$ cat src/rtl/dest_reg_tracker.sv
// Destination-register select, in-flight write tracker and RAW hazard detection for decode.
// Optional macro DEST_FWD_EN adds forwarding stage selects and restricts stalls to load-use.

module dest_reg_tracker_chk #(
  parameter int DEPTH = 3
) (
  input logic             clk,
  input logic             rst_n,
  input logic             id_valid,
  input logic             memread,
  input logic             advance,
  input logic             stall_req,
  input logic [DEPTH-1:0] v_q,
  input logic [DEPTH-1:0] ld_q
);

  a_stall_needs_valid: assert property (@(posedge clk) disable iff (!rst_n)
    stall_req |-> id_valid);

  a_ld_capture: assert property (@(posedge clk) disable iff (!rst_n)
    advance |=> (ld_q[0] == $past(memread)));

  a_hold: assert property (@(posedge clk) disable iff (!rst_n)
    !advance |=> ((v_q == $past(v_q)) && (ld_q == $past(ld_q))));

  generate
    if (DEPTH > 1) begin : g_shift
      a_shift: assert property (@(posedge clk) disable iff (!rst_n)
        advance |=> ((v_q[DEPTH-1:1] == $past(v_q[DEPTH-2:0])) &&
                     (ld_q[DEPTH-1:1] == $past(ld_q[DEPTH-2:0]))));
    end
  endgenerate

endmodule

module dest_reg_tracker #(
  parameter int AW       = 5,
  parameter int DEPTH    = 3,
  parameter int LINK_REG = 31
) (
  input  logic          clk,
  input  logic          rst_n,
  input  logic          id_valid,
  input  logic [AW-1:0] rt,
  input  logic [AW-1:0] rd,
  input  logic          regdst,
  input  logic          mf,
  input  logic          regdst_jal,
  input  logic          regwrite,
  input  logic          memread,
  input  logic [AW-1:0] rs_src,
  input  logic [AW-1:0] rt_src,
  input  logic          rs_used,
  input  logic          rt_used,
  input  logic          advance,
  input  logic          flush,
  output logic [AW-1:0] dest,
  output logic          haz_rs,
  output logic          haz_rt,
  output logic          stall_req,
  output logic          wb_valid,
  output logic [AW-1:0] wb_dest
`ifdef DEST_FWD_EN
  ,
  output logic [3:0]    fwd_rs_sel,
  output logic [3:0]    fwd_rt_sel
`endif
);

  localparam logic [AW-1:0] ZERO_REG = {AW{1'b0}};
  localparam logic [AW-1:0] LINK_IDX = AW'(LINK_REG);

  logic [DEPTH-1:0] v_q, v_d;
  logic [DEPTH-1:0] ld_q, ld_d;
  logic [AW-1:0]    d_q [DEPTH];
  logic [AW-1:0]    d_d [DEPTH];
  logic [DEPTH-1:0] match_rs_s, match_rt_s;
  logic             load_v_s;

  // Destination select: mf beats the jal link, which beats regdst.
  always_comb begin
    if (mf) begin
      dest = rt;
    end else if (regdst_jal) begin
      dest = LINK_IDX;
    end else if (!regdst) begin
      dest = rt;
    end else begin
      dest = rd;
    end
  end

  // Per-entry source compare; r0 and unread sources never match.
  always_comb begin
    match_rs_s = {DEPTH{1'b0}};
    match_rt_s = {DEPTH{1'b0}};
    for (int k = 0; k < DEPTH; k++) begin
      match_rs_s[k] = rs_used && (rs_src != ZERO_REG) && v_q[k] && (d_q[k] == rs_src);
      match_rt_s[k] = rt_used && (rt_src != ZERO_REG) && v_q[k] && (d_q[k] == rt_src);
    end
  end

  assign haz_rs = |match_rs_s;
  assign haz_rt = |match_rt_s;

`ifdef DEST_FWD_EN
  logic [3:0] rs_idx_s, rt_idx_s;
  logic       load_use_s;

  // Youngest-match search: scan oldest to youngest so the lowest index wins.
  always_comb begin
    rs_idx_s = 4'd0;
    rt_idx_s = 4'd0;
    for (int k = DEPTH - 1; k >= 0; k--) begin
      if (match_rs_s[k]) begin
        rs_idx_s = 4'(k);
      end else begin
        rs_idx_s = rs_idx_s;
      end
      if (match_rt_s[k]) begin
        rt_idx_s = 4'(k);
      end else begin
        rt_idx_s = rt_idx_s;
      end
    end
  end

  assign fwd_rs_sel = haz_rs ? (rs_idx_s + 4'd1) : 4'd0;
  assign fwd_rt_sel = haz_rt ? (rt_idx_s + 4'd1) : 4'd0;

  // A load still sitting in E[0] has no data yet; everything older can be forwarded.
  assign load_use_s = ld_q[0] && ((haz_rs && (rs_idx_s == 4'd0)) ||
                                  (haz_rt && (rt_idx_s == 4'd0)));
  assign stall_req  = id_valid && load_use_s;
`else
  assign stall_req  = id_valid && (haz_rs || haz_rt);
`endif

  // A stalled or flushed slot enters the tracker as a bubble.
  assign load_v_s = id_valid && regwrite && !flush && !stall_req && (dest != ZERO_REG);

  // Next state: shift one stage on advance, otherwise hold everything.
  always_comb begin
    v_d  = v_q;
    ld_d = ld_q;
    d_d  = d_q;
    if (advance) begin
      for (int k = 1; k < DEPTH; k++) begin
        v_d[k]  = v_q[k-1];
        ld_d[k] = ld_q[k-1];
        d_d[k]  = d_q[k-1];
      end
      v_d[0]  = load_v_s;
      ld_d[0] = memread;
      d_d[0]  = dest;
    end else begin
      v_d  = v_q;
      ld_d = ld_q;
      d_d  = d_q;
    end
  end

  // Tracker state; reset drops every in-flight entry at once.
  always_ff @(posedge clk or negedge rst_n) begin
    if (!rst_n) begin
      v_q  <= {DEPTH{1'b0}};
      ld_q <= {DEPTH{1'b0}};
      for (int k = 0; k < DEPTH; k++) begin
        d_q[k] <= ZERO_REG;
      end
    end else begin
      v_q  <= v_d;
      ld_q <= ld_d;
      d_q  <= d_d;
    end
  end

  assign wb_valid = v_q[DEPTH-1];
  assign wb_dest  = d_q[DEPTH-1];

  dest_reg_tracker_chk #(.DEPTH(DEPTH)) u_chk (
    .clk       (clk),
    .rst_n     (rst_n),
    .id_valid  (id_valid),
    .memread   (memread),
    .advance   (advance),
    .stall_req (stall_req),
    .v_q       (v_q),
    .ld_q      (ld_q)
  );

endmodule

$ cat config.mk
export PLATFORM = sky130hd
export DESIGN_NAME = dest_reg_tracker
export DESIGN_NICKNAME = d
export VERILOG_FILES = /design/src/rtl/dest_reg_tracker.sv
export SDC_FILE = /design/constraint.sdc
export NUM_CORES = 1
export LEC_CHECK = 0
export ABC_CLOCK_PERIOD_IN_PS = 3110
export BUFFER_PORTS_ARGS = -buffer_cell sky130_fd_sc_hd__buf_4
export CORE_ASPECT_RATIO = 0.75
export CORE_MARGIN = 5
export CORE_UTILIZATION = 37
export CTS_CLUSTER_DIAMETER = 30
export DETAILED_ROUTE_END_ITERATION = 7
export PLACE_DENSITY = 0.71
export SLEW_MARGIN = 20
export SYNTH_ARGS = -nofsm -noshare
export SYNTH_HDL_FRONTEND = slang
export SYNTH_SLANG_ARGS = --single-unit
$ cat constraint.sdc
create_clock -name clk -period 3.11 [get_ports clk]
set_clock_uncertainty 0.1 [all_clocks]
set_input_delay 0.622 -clock clk [delete_from_list [all_inputs] [get_ports clk]]
set_output_delay 0.622 -clock clk [all_outputs]
set_load 0.01 [all_outputs]
Word-level counts from Yosys, hierarchy flattened

Index checks and enable logic that the tools add are counted.
Widths: inputs -> output; s select.

Bits in registers: 18
Bits of input ports: 32
Word-level logic and storage cells: 40

Muxes and demuxes: 3
Equality and inequality tests: 6
Reductions and logical operators: 27

Operator list:

| operator          | number |
|---|---|
| $eq 5x5->1        | 6 |
| $logic_and 1x1->1 | 19 |
| $mux 5            | 3 |
| $reduce_bool 5->1 | 3 |
| $reduce_or 3->1   | 2 |
| $logic_not 1->1   | 2 |
| $logic_or 1x1->1  | 1 |

Logic depth before layout (Yosys ltp)

Gate-level depths: netlist (run 1).

Depth after elaboration: 10
Mapped depth: 6

Worst setup path after synthesis (run 1)

No wires, ideal clock.

Kind: input-to-output
Start: input port rs_src[3]
End: output port stall_req
Required time: 2.388 ns
Arrival time: 1.695 ns
Stages on the path: 5
Setup slack: 0.693 ns
Cell sequence: xor2_1 -> nor4_1 -> nand3_1 -> a31oi_1 -> o21a_1

Longest elaborated chain between the ends: 7
Elaborated cells on any way between the ends: 14
Those cells by class: eq/ne (3); reduce/logical (11)

Ends and longest elaborated chain:

| element                         | RTL line | source |
|---|---|---|
| start, declared                 | 51       | `input logic [AW-1:0] rs_src,` |
| $reduce_bool 5->1               | 98       | `match_rs_s[k] = rs_used && (rs_src != ZERO_REG) && v_q[k] && (d_q[k] == rs_src);` |
| $logic_and 1x1->1 (3 in series) | 98       |  |
| $reduce_or 3->1 (*)             | 103      | `assign haz_rs = \|match_rs_s;` |
| via haz_rs                      | 58       | `output logic haz_rs,` |
| $logic_or 1x1->1 (*)            | 136      | `assign stall_req = id_valid && (haz_rs \|\| haz_rt);` |
| $logic_and 1x1->1 (*)           | 136      |  |
| end, declared                   | 60       | `output logic stall_req,` |

Mark *: on every way through the listed nets, which the timed path passes. The rest lies on a longest branch.

Worst setup path after layout (run 1)

Start: input port rt_src[2]
End: output port stall_req

Longest elaborated chain between the ends: 7
Elaborated cells on any way between the ends: 14
Those cells by class: eq/ne (3); reduce/logical (11)

Ends and longest elaborated chain:

| element                         | RTL line | source |
|---|---|---|
| start, declared                 | 52       | `input logic [AW-1:0] rt_src,` |
| $reduce_bool 5->1               | 99       | `match_rt_s[k] = rt_used && (rt_src != ZERO_REG) && v_q[k] && (d_q[k] == rt_src);` |
| $logic_and 1x1->1 (3 in series) | 99       |  |
| $reduce_or 3->1 (*)             | 104      | `assign haz_rt = \|match_rt_s;` |
| $logic_or 1x1->1 (*)            | 136      |  |
| $logic_and 1x1->1 (*)           | 136      |  |

Every way passes the cells marked *; elsewhere a longest branch is shown, timed or not.

==> results of run 1 <==
registers in the layout, indices dropped and copies added (netlist names):
signal / cells
d_q: 10
wb_dest: 5
v_q: 3
logic make-up (layout without fill, tap and decap cells):
kind of cell           Yosys count  in the layout  synth area share
AND/OR/NAND/NOR                 29             29             0.149
buffers and inverters            9             49            0.0443
XOR/XNOR                        30             30             0.216
AO/OA/AOI/OAI                   10             10            0.0618
flip-flops                      18             18             0.371
multiplexers                    17             17             0.158
per-layer routing:
metal | routed length, um | GRT usage | share of wire
met3 | 156 | 0.0304 | 0.051
met4 | 25 | 0.0224 | 0.0081
met1 | 1300 | 0.180 | 0.42
met2 | 1600 | 0.251 | 0.52
met5 | 0 | 0 | 0
final cells by class:
cell class | instances | area [um^2]
well taps | 40 | 50.0
flip-flops and latches | 18 | 450
fillers | 293 | 1620
repair buffers | 44 | 330
inverters | 1 | 3.75
clock buffers | 4 | 55.1
multi-input cells | 86 | 711
synth_stat cells, types with 2 or more instances:
master / count / area share
a31oi_1: 2 / 0.010
buf_4: 5 / 0.031
dfrtp_1: 18 / 0.37
mux2_2: 17 / 0.16
nand3_1: 6 / 0.025
nor2b_1: 3 / 0.015
nor3_1: 6 / 0.025
nor4_1: 6 / 0.031
nor4b_1: 3 / 0.022
o21ai_0: 2 / 0.0082
or4_1: 3 / 0.019
xnor2_1: 6 / 0.043
xor2_1: 24 / 0.17
cells in the final DEF (no fill, tap or decap), drive strengths merged:
| cell | Yosys | layout |
|---|---|---|
| xor2 | 24 | 24 |
| nor3 | 6 | 6 |
| and4b | 1 | 1 |
| mux2 | 17 | 17 |
| dfrtp | 18 | 18 |
| o21ai | 3 | 3 |
| clkbuf | 1 | 4 |
| nand3 | 6 | 6 |
| inv | 1 | 1 |
| or4 | 3 | 3 |
| nor4 | 6 | 6 |
| o32ai | 1 | 1 |
| o21ba | 1 | 1 |
| buf | 7 | 44 |
| o32a | 2 | 2 |
| nand2b | 1 | 1 |
| a31oi | 2 | 2 |
| nor2b | 3 | 3 |
| o21a | 1 | 1 |
| xnor2 | 6 | 6 |
| nor4b | 3 | 3 |
power breakdown:
part / internal, mW / switching (mW)
logic: 0.131 / 0.0965
registers: 0.272 / 0.0542
clock network: 0.112 / 0.0732
how the worst min path moves through the flow:
| stage | startpoint | endpoint | slack (ps) | cells after the start |
|---|---|---|---|---|
| finish | rst_n | v_q[0]$_DFFE_PN0P_ | 130 | 1 |
| global route | rst_n | v_q[0]$_DFFE_PN0P_ | 140 | 1 |
| CTS | rst_n | v_q[0]$_DFFE_PN0P_ | 130 | 1 |
| detailed placement | rst_n | v_q[2]$_DFFE_PN0P_ | 410 | 1 |
| global placement | rst_n | v_q[1]$_DFFE_PN0P_ | 400 | 1 |
| floorplan | rst_n | d_q[10]$_DFFE_PN0P_ | 230 | 0 |
metrics by stage:
| stage | std cells | total power, mW | utilization |
|---|---|---|---|
| 3_5_place_dp | 189 | 0.558 | 0.480 |
| 2_1_floorplan | 113 | 0.465 | - |
| 3_3_place_gp | 189 | 0.546 | 0.480 |
| 6_report | 193 | 0.739 | 0.497 |
| 4_1_cts | 193 | 0.746 | 0.497 |
| 5_1_grt | 193 | 0.785 | 0.497 |
==> impl_metrics.yaml, run 1 <==
timing:
  setup_ws_ps: 384
  worst_pin_slew_ps: 412
  finalSetupTns_ps: 0
  relSlewSlack: 0.723
  whs_ps: 129
  rsz0062_at_grt: "false"
  hold_viol: 0
  period_share: 0.877
  period_needed_ps: 2730
  final_max_slew_viol_count: 0
  setup_viol: 0
  timing.fmax_mhz: 367
global_routing:
  antenna_found_initial: 0
  grt-ovfl-total: 0
  grt_pass1_vias: 1068
  track_usage: 0.141
  grt_pass1_wl_mm: 5.25
  grt_max_degree: 20
critical_path:
  cp_num_buf_inv: 2
  slowest_delay_ps: 420
  endpoint: "stall_req"
  cp_common_cell: "buf_4"
  r2r_cells: 5
  critPathTopFamily: "simple AND/OR/NAND/NOR gates"
  arrival_ps: 2000
  required_ps: 2390
  path_max_fanout: 4
  cp-end-kind: "output pin"
  path_depth: 7
  r2r-start: "d_q[12]$_DFFE_PN0P_"
  crit_start: "rt_src[2]"
  rrSetupSlack_ps: 1310
  crit_path_start_kind: "input port"
  slowest_stage: "nor4_1"
  critical_path_class: "in2out"
  cp_cell_sequence: "buf_4, xor2_1, nor4_1, nand3_1, a31oi_1, o21a_1, buf_4"
  r2r-end: "v_q[0]$_DFFE_PN0P_"
cts:
  clkSinkCount: 18
  cts-buffers-inserted: 3
  htreeDepth: 1
  cts_tree: "done"
  cts_resized: 0
  cts_setup_buffers: 0
  hold_buffers: 0
  cts.clk_slew.worst_paths_ps: 70
  clock_path_buffers: 2
  clk_latency_ps: 250
  root_buffer: "clkbuf_8"
floorplanning:
  core_area_um2: 3220
  rows: 18
  initial_utilization: 0.377
  die_x_um: 76.2
  die_area_um2: 4540
  die_h_um: 59.6
  io-pin-count: 46
detailed_routing:
  ant_nets: 0
  route.detailed.drc: 0
  routedWlPerCell_um: 16.0
  vias: 1027
  drtIter0Drc: 46
  dr.pass1.iters: 4
  routed_wl_mm: 3.08
  viasPerCell: 5.32
yosys:
  yosysWarnings: 0
  ys_ff_latch: 18
  async_reset_ff_frac: 1.00
  synthesis.area_um2: 1210
  syn_nets: 145
  yosysUniqueCellTypes: 25
  synth_edf_count: 0
  syn_area_per_cell_um2: 10.8
  synthCells: 113
  synth-seq-area-share: 0.371
  synthFlopType: "dfrtp_1"
place:
  port_buffers: 44
  hpwl_mm: 2.46
  globalplace.congestion: 0.880
  place_ws_ps: 427
  dpl-instance-area_um2: 1550
power:
  ir_worst_vdd_uv: 186
  p_leak_nw: 0.664
  power_density_nw_per_um2: 462
final_layout:
  drive_gt1_frac: 0.438
  stdcell_area_um2: 1600
  areaGrowthSynthToFinish_pct: 31.7
  nNetsFinal: 186
  antennaDiodeCount: 0
job:
  cap_violations: 0
hold_path:
  hold_path.class: "in2async"
run_status:
  outcome: "finished clean"
Note: power is estimated with default switching activity, not from simulation.
==> run 2: changes to the inputs <==
--- a/config.mk
+++ b/config.mk
@@ -6,7 +6,7 @@
 export NUM_CORES = 1
 export LEC_CHECK = 0
 export ABC_CLOCK_PERIOD_IN_PS = 3110
-export BUFFER_PORTS_ARGS = -buffer_cell sky130_fd_sc_hd__buf_4
+export BUFFER_PORTS_ARGS = -buffer_cell sky130_fd_sc_hd__buf_2
 export CORE_ASPECT_RATIO = 0.75
 export CORE_MARGIN = 5
 export CORE_UTILIZATION = 37
==> constraint.sdc (replaced) <==
create_clock -name clk -period 3.11 [get_ports clk]
set_clock_uncertainty 0.1 [all_clocks]
set_input_delay 0.311 -clock clk [delete_from_list [all_inputs] [get_ports clk]]
set_output_delay 0.311 -clock clk [all_outputs]
set_load 0.01 [all_outputs]
==> run 2 against run 1 <==
Critical path depth shrank 1. Largest power group unchanged. Non-clock buffer count grew 1. Global-route usage grew 0.089 points.
==> impl_metrics.yaml, run 2 (synthesis results as in run 1) <==
cts:
  clkSinkCount: 18
  cts_tree: "done"
  htreeDepth: 1
  clock_path_buffers: 2
  root_buffer: "clkbuf_8"
  cts-buffers-inserted: 3
  clk_latency_ps: 260
  cts.clk_slew.worst_paths_ps: 70
  cts_resized: 0
run_status:
  outcome: "finished clean"
global_routing:
  grt-ovfl-total: 0
  grt_max_degree: 20
  antenna_found_initial: 0
  grt_pass1_wl_mm: 5.04
  track_usage: 0.141
  grt_pass1_vias: 1102
power:
  p_seq_frac: 0.451
  ir_worst_vdd_uv: 146
  pwr-share-comb: 0.281
  report.power.total_uw: 720
  switchingPower_uw: 226
  p_leak_nw: 0.632
  netSwitchingFraction: 0.314
  power_density_nw_per_um2: 480
  p_clk_frac: 0.268
  p_int_uw: 494
hold_path:
  hold_path.class: "in2reg"
  min_from: "rt[3]"
place:
  post-place-cells: 189
  hpwl_mm: 2.46
  port_buffers: 44
  globalplace.congestion: 0.955
timing:
  hold_viol: 0
  period_share: 0.793
  finalSetupTns_ps: 0
  final_max_slew_viol_count: 0
  relSlewSlack: 0.702
  whs_ps: 355
  setup_viol: 0
  rsz0062_at_grt: "false"
  period_needed_ps: 2470
  timing.fmax_mhz: 405
  worst_pin_slew_ps: 444
detailed_routing:
  dr.pass1.iters: 4
  ant_nets: 0
  viasPerCell: 5.23
  routedWlPerCell_um: 15.9
  drtIter0Drc: 46
  route.detailed.drc: 0
  routed_wl_mm: 3.09
  vias: 1014
floorplanning:
  die_h_um: 59.6
  die_area_um2: 4540
  io-pin-count: 46
  initial_utilization: 0.377
  core_area_um2: 3220
  rows: 18
  die_x_um: 76.2
critical_path:
  slowest_stage: "nor4_1"
  r2r-start: "d_q[8]$_DFFE_PN0P_"
  required_ps: 2700
  crit_path_start_kind: "flop"
  cp_num_buf_inv: 1
  path_max_fanout: 4
  cp_cell_sequence: "xor2_1, nor4_1, nand3_1, a31oi_1, o21a_1, buf_2"
  critPathTopFamily: "simple AND/OR/NAND/NOR gates"
  critical_path_class: "reg2out"
  cp-end-kind: "output pin"
  arrival_ps: 2060
  crit_start: "d_q[8]$_DFFE_PN0P_"
  slowest_delay_ps: 450
final_layout:
  antennaDiodeCount: 0
  layout_commonest_cell: "buf_2"
  largest_register: "d_q"
  layout_common_cells: "buf_2 (44), xor2_1 (24), dfrtp_1 (18)"
  fin_cells: 194
  largest_register_ffs: 10
  nNetsFinal: 187
  drive_gt1_frac: 0.435
  areaGrowthSynthToFinish_pct: 23.5
job:
  cap_violations: 0
[run 2: cell types whose count changed in the layout (fill, tap and decap cells not counted)]
cell and delta:
buf_2 +44, buf_4 -44, dlygate4sd3_1 +1
[run 2: worst min-delay path: stages]
cell	delay, ps
buf_2	80
o32a_2	140
mux2_2	150
[run 2: worst paths after layout]
path / cells after the start / slack (ps) / endpoint
min reg2reg: 2 / 480 / v_q[0]$_DFFE_PN0P_
min in group asynchronous: 2 / 400 / v_q[1]$_DFFE_PN0P_
max reg2reg: 5 / 1220 / v_q[0]$_DFFE_PN0P_
max in group asynchronous: 2 / 2210 / wb_dest[2]$_DFFE_PN0P_
min: 3 / 350 / d_q[13]$_DFFE_PN0P_
max: 6 / 640 / stall_req
[run 2: repair_timing]
item	in CTS	in global routing
buffers inserted	0	0
hold buffers	1	0
endpoints found under the hold margin	18	0
[run 2: through the flow]
step	util	setup WS, ps	area, um^2
4_1_cts	0.466	645	1500
2_1_floorplan	-	1230	1210
5_1_grt	0.466	572	1500
3_3_place_gp	0.446	1070	1440
6_report	0.466	643	1500
3_5_place_dp	0.446	925	1440
[run 2: final cells by class]
class	instances	area [um^2]
clock buffer	4	55.1
multi-input combinational	86	711
tap	40	50.0
fill	298	1720
sequential	18	450
timing repair buffer	45	230
inverter	1	3.75
[run 2: power by group through the flow]
stage | logic, mW | registers, mW | clock network, mW
after global placement | 0.195 | 0.325 | 0
final | 0.202 | 0.325 | 0.193
after detailed placement | 0.201 | 0.330 | 0
after floorplan | 0.149 | 0.316 | 0
after CTS | 0.204 | 0.326 | 0.199
after global routing | 0.221 | 0.332 | 0.207
[run 2: metal layers]
layer | part of all wire | track usage | vias up
li1 | - | - | 487
met1 | 0.39 | 0.152 | 487
met2 | 0.52 | 0.245 | 32
met3 | 0.050 | 0.0441 | 8
met4 | 0.034 | 0.0923 | 0
met5 | 0 | 0 | -
==> run 3: changes to the inputs <==
--- a/config.mk
+++ b/config.mk
@@ -5,14 +5,15 @@
 export SDC_FILE = /design/constraint.sdc
 export NUM_CORES = 1
 export LEC_CHECK = 0
-export ABC_CLOCK_PERIOD_IN_PS = 3110
+export ABC_AREA = 1
+export ABC_CLOCK_PERIOD_IN_PS = 2300
 export BUFFER_PORTS_ARGS = -buffer_cell sky130_fd_sc_hd__buf_2
 export CORE_ASPECT_RATIO = 0.75
 export CORE_MARGIN = 5
 export CORE_UTILIZATION = 37
 export CTS_CLUSTER_DIAMETER = 30
 export DETAILED_ROUTE_END_ITERATION = 7
-export PLACE_DENSITY = 0.71
+export PLACE_DENSITY = 0.69
 export SLEW_MARGIN = 20
 export SYNTH_ARGS = -nofsm -noshare
 export SYNTH_HDL_FRONTEND = slang
==> constraint.sdc (replaced) <==
create_clock -name clk -period 2.3 [get_ports clk]
set_clock_uncertainty 0.1 [all_clocks]
set_input_delay 0.23 -clock clk [delete_from_list [all_inputs] [get_ports clk]]
set_output_delay 0.23 -clock clk [all_outputs]
set_load 0.01 [all_outputs]
==> run 3 against run 2 <==
First-iteration DRC count rose to 2.7 times the previous value. Sequential power up 21%. Flip-flop and latch count unchanged. Design area up 16%. Worst hold slack worse by 150 ps. Largest power group unchanged. Clock power up 39%. Die area up 15%.
==> impl_metrics.yaml, run 3 <==
power:
  power_density_nw_per_um2: 540
  p_seq_frac: 0.420
  p_clk_frac: 0.286
  ir_worst_vdd_uv: 337
  p_int_uw: 609
  switchingPower_uw: 330
  netSwitchingFraction: 0.352
  report.power.total_uw: 939
  pwr-share-comb: 0.294
  p_leak_nw: 1.07
yosys:
  synth-seq-area-share: 0.313
  yosysWarnings: 0
  synthTopCellsByArea: "dfrtp_1 (31%), nand2_1 (29%), inv_1 (9.4%)"
  synthDominantCellAreaShare: 0.313
  yosysUniqueCellTypes: 14
  synthesis.area_um2: 1440
  synth.most_common_cell: "nand2_1"
  synthCells: 256
  syn_area_per_cell_um2: 5.62
  synth_common_cells: "nand2_1 (112), inv_1 (36), nor2_1 (32)"
  yosys.area.top_type: "dfrtp_1"
  synth_edf_count: 0
  async_reset_ff_frac: 1.00
  synthFlopType: "dfrtp_1"
  syn_nets: 288
  ys_ff_latch: 18
detailed_routing:
  dr.pass1.iters: 4
  routedWlPerCell_um: 11.5
  routed-wl-met2_mm: 1.73
  route.detailed.drc: 0
  ant_nets: 0
  drtIter0Drc: 124
  routed_wl_mm: 4.00
  viasPerCell: 4.46
  vias: 1558
  wl_met1_mm: 1.97
  highest_layer: "met4"
  met3_wirelength_um: 282
cts:
  cts-buffers-inserted: 3
  cts.clk_slew.worst_paths_ps: 70
  cts_tree: "done"
  clk_latency_ps: 260
  clock_path_buffers: 2
  cts_setup_buffers: 0
  htreeDepth: 1
  clkSinkCount: 18
  root_buffer: "clkbuf_8"
floorplanning:
  io-pin-count: 46
  initial_utilization: 0.388
  core_area_um2: 3710
  die_h_um: 64.0
  die_area_um2: 5240
  die_x_um: 82.0
  rows: 19
final_layout:
  fillers: 434
  regArea_um2: 450
  multiInputGateArea_um2: 781
  fin_cells: 349
  largest_register: "d_q"
  nNetsFinal: 330
  drive_gt1_frac: 0.209
  largest_register_ffs: 10
  layout_common_cells: "nand2_1 (112), buf_2 (44), inv_1 (36)"
  antennaDiodeCount: 0
  areaGrowthSynthToFinish_pct: 21.0
  layout_commonest_cell: "nand2_1"
critical_path:
  required_ps: 1970
  cp_cell_sequence: "inv_1, nand2_1, nand2_1, nor2_1, nand3_1, nand3_1, nand2_2, a21boi_1, buf_2"
  slowest_delay_ps: 430
  critical_path_class: "reg2out"
  r2r_cells: 9
  crit_path_start_kind: "flop"
  arrival_ps: 1530
  cp-end-kind: "output pin"
  slowest_stage: "dfrtp_1"
  path_max_fanout: 5
global_routing:
  grt-ovfl-total: 0
  track_usage: 0.158
  grt_max_degree: 24
  grt_pass1_wl_mm: 6.51
  antenna_found_initial: 0
  grt_pass1_vias: 1376
timing:
  timing.fmax_mhz: 538
  finalSetupTns_ps: 0
  hold_viol: 0
  period_needed_ps: 1860
  rsz0062_at_grt: "false"
  period_share: 0.808
  setup_viol: 0
  relSlewSlack: 0.707
  worst_pin_slew_ps: 440
  final_max_slew_viol_count: 0
place:
  globalplace.congestion: 0.982
  port_buffers: 44
  post-place-cells: 344
  hpwl_mm: 3.27
run_status:
  outcome: "finished clean"
hold_path:
  hold_path_depth: 6
  hold_path.class: "in2reg"
job:
  cap_violations: 0
[run 3: cell count changes after synthesis, moves of 8 or more]
cell     previous run  this run
inv_1               1        36
nor2_1              0        32
o21ai_0             2        19
nand2_1             0       112
xor2_1             24         0
mux2_2             17         0
nand3_1             6        14
[run 3: kinds of logic (layout without fill, tap and decap cells)]
group	Yosys count	in the layout	share of synthesized area
compound gates	20	20	0.0714
buf+inv	50	91	0.144
flops	18	18	0.313
simple gates	168	168	0.472
[run 3: cell type report]
cell class              instances  share of cell area
multi-input cells             188               0.449
flip-flops and latches         18               0.259
repair buffers                 45               0.132
inverters                      42              0.0906
well taps                      52              0.0374
clock buffers                   4              0.0317
[run 3: final timing paths]
kind / endpoint / slack [ps] / from
worst max-delay path: stall_req / 440 / d_q[13]$_DFFE_PN0P_
worst min register to register: wb_dest[3]$_DFFE_PN0P_ / 410 / d_q[8]$_DFFE_PN0P_
min in group asynchronous: d_q[6]$_DFFE_PN0P_ / 340 / rst_n
max in group asynchronous: v_q[0]$_DFFE_PN0P_ / 1450 / rst_n
worst max register to register: v_q[0]$_DFFE_PN0P_ / 980 / d_q[13]$_DFFE_PN0P_
worst min-delay path: v_q[0]$_DFFE_PN0P_ / 210 / flush
[run 3: power groups by stage]
stage / sequential (mW) / combinational, mW / clock, mW
2_1_floorplan: 0.389 / 0.192 / 0
3_3_place_gp: 0.400 / 0.271 / 0
3_5_place_dp: 0.401 / 0.276 / 0
4_1_cts: 0.394 / 0.278 / 0.277
5_1_grt: 0.401 / 0.322 / 0.289
6_report: 0.394 / 0.277 / 0.269
[run 3: worst max-delay path: cells and delay by family (launching register included)]
family	cells	cell delay, ps
AO/OA/AOI/OAI	1	140
buffers and inverters	2	230
flip-flops	1	430
AND/OR/NAND/NOR	6	470
[run 3: metrics by stage]
step	util	hold WS, ps	area, um^2	setup WS (ps)
after global routing	0.469	227	1740	283
after floorplan	-	-166	1440	927
after detailed placement	0.451	100	1670	732
after global placement	0.451	94.7	1670	760
final	0.469	207	1740	442
after CTS	0.469	205	1740	433
[run 3: what timing repair did]
action                                 4_1_cts  5_1_grt
gates resized for setup                      0        0
hold buffers                                 1        0
endpoints found under the hold margin       18        0
[run 3: layer usage]
metal	track usage	vias up
li1	-	841
met1	0.239	676
met2	0.228	36
met3	0.0435	5
met4	0.0228	0
met5	0	-
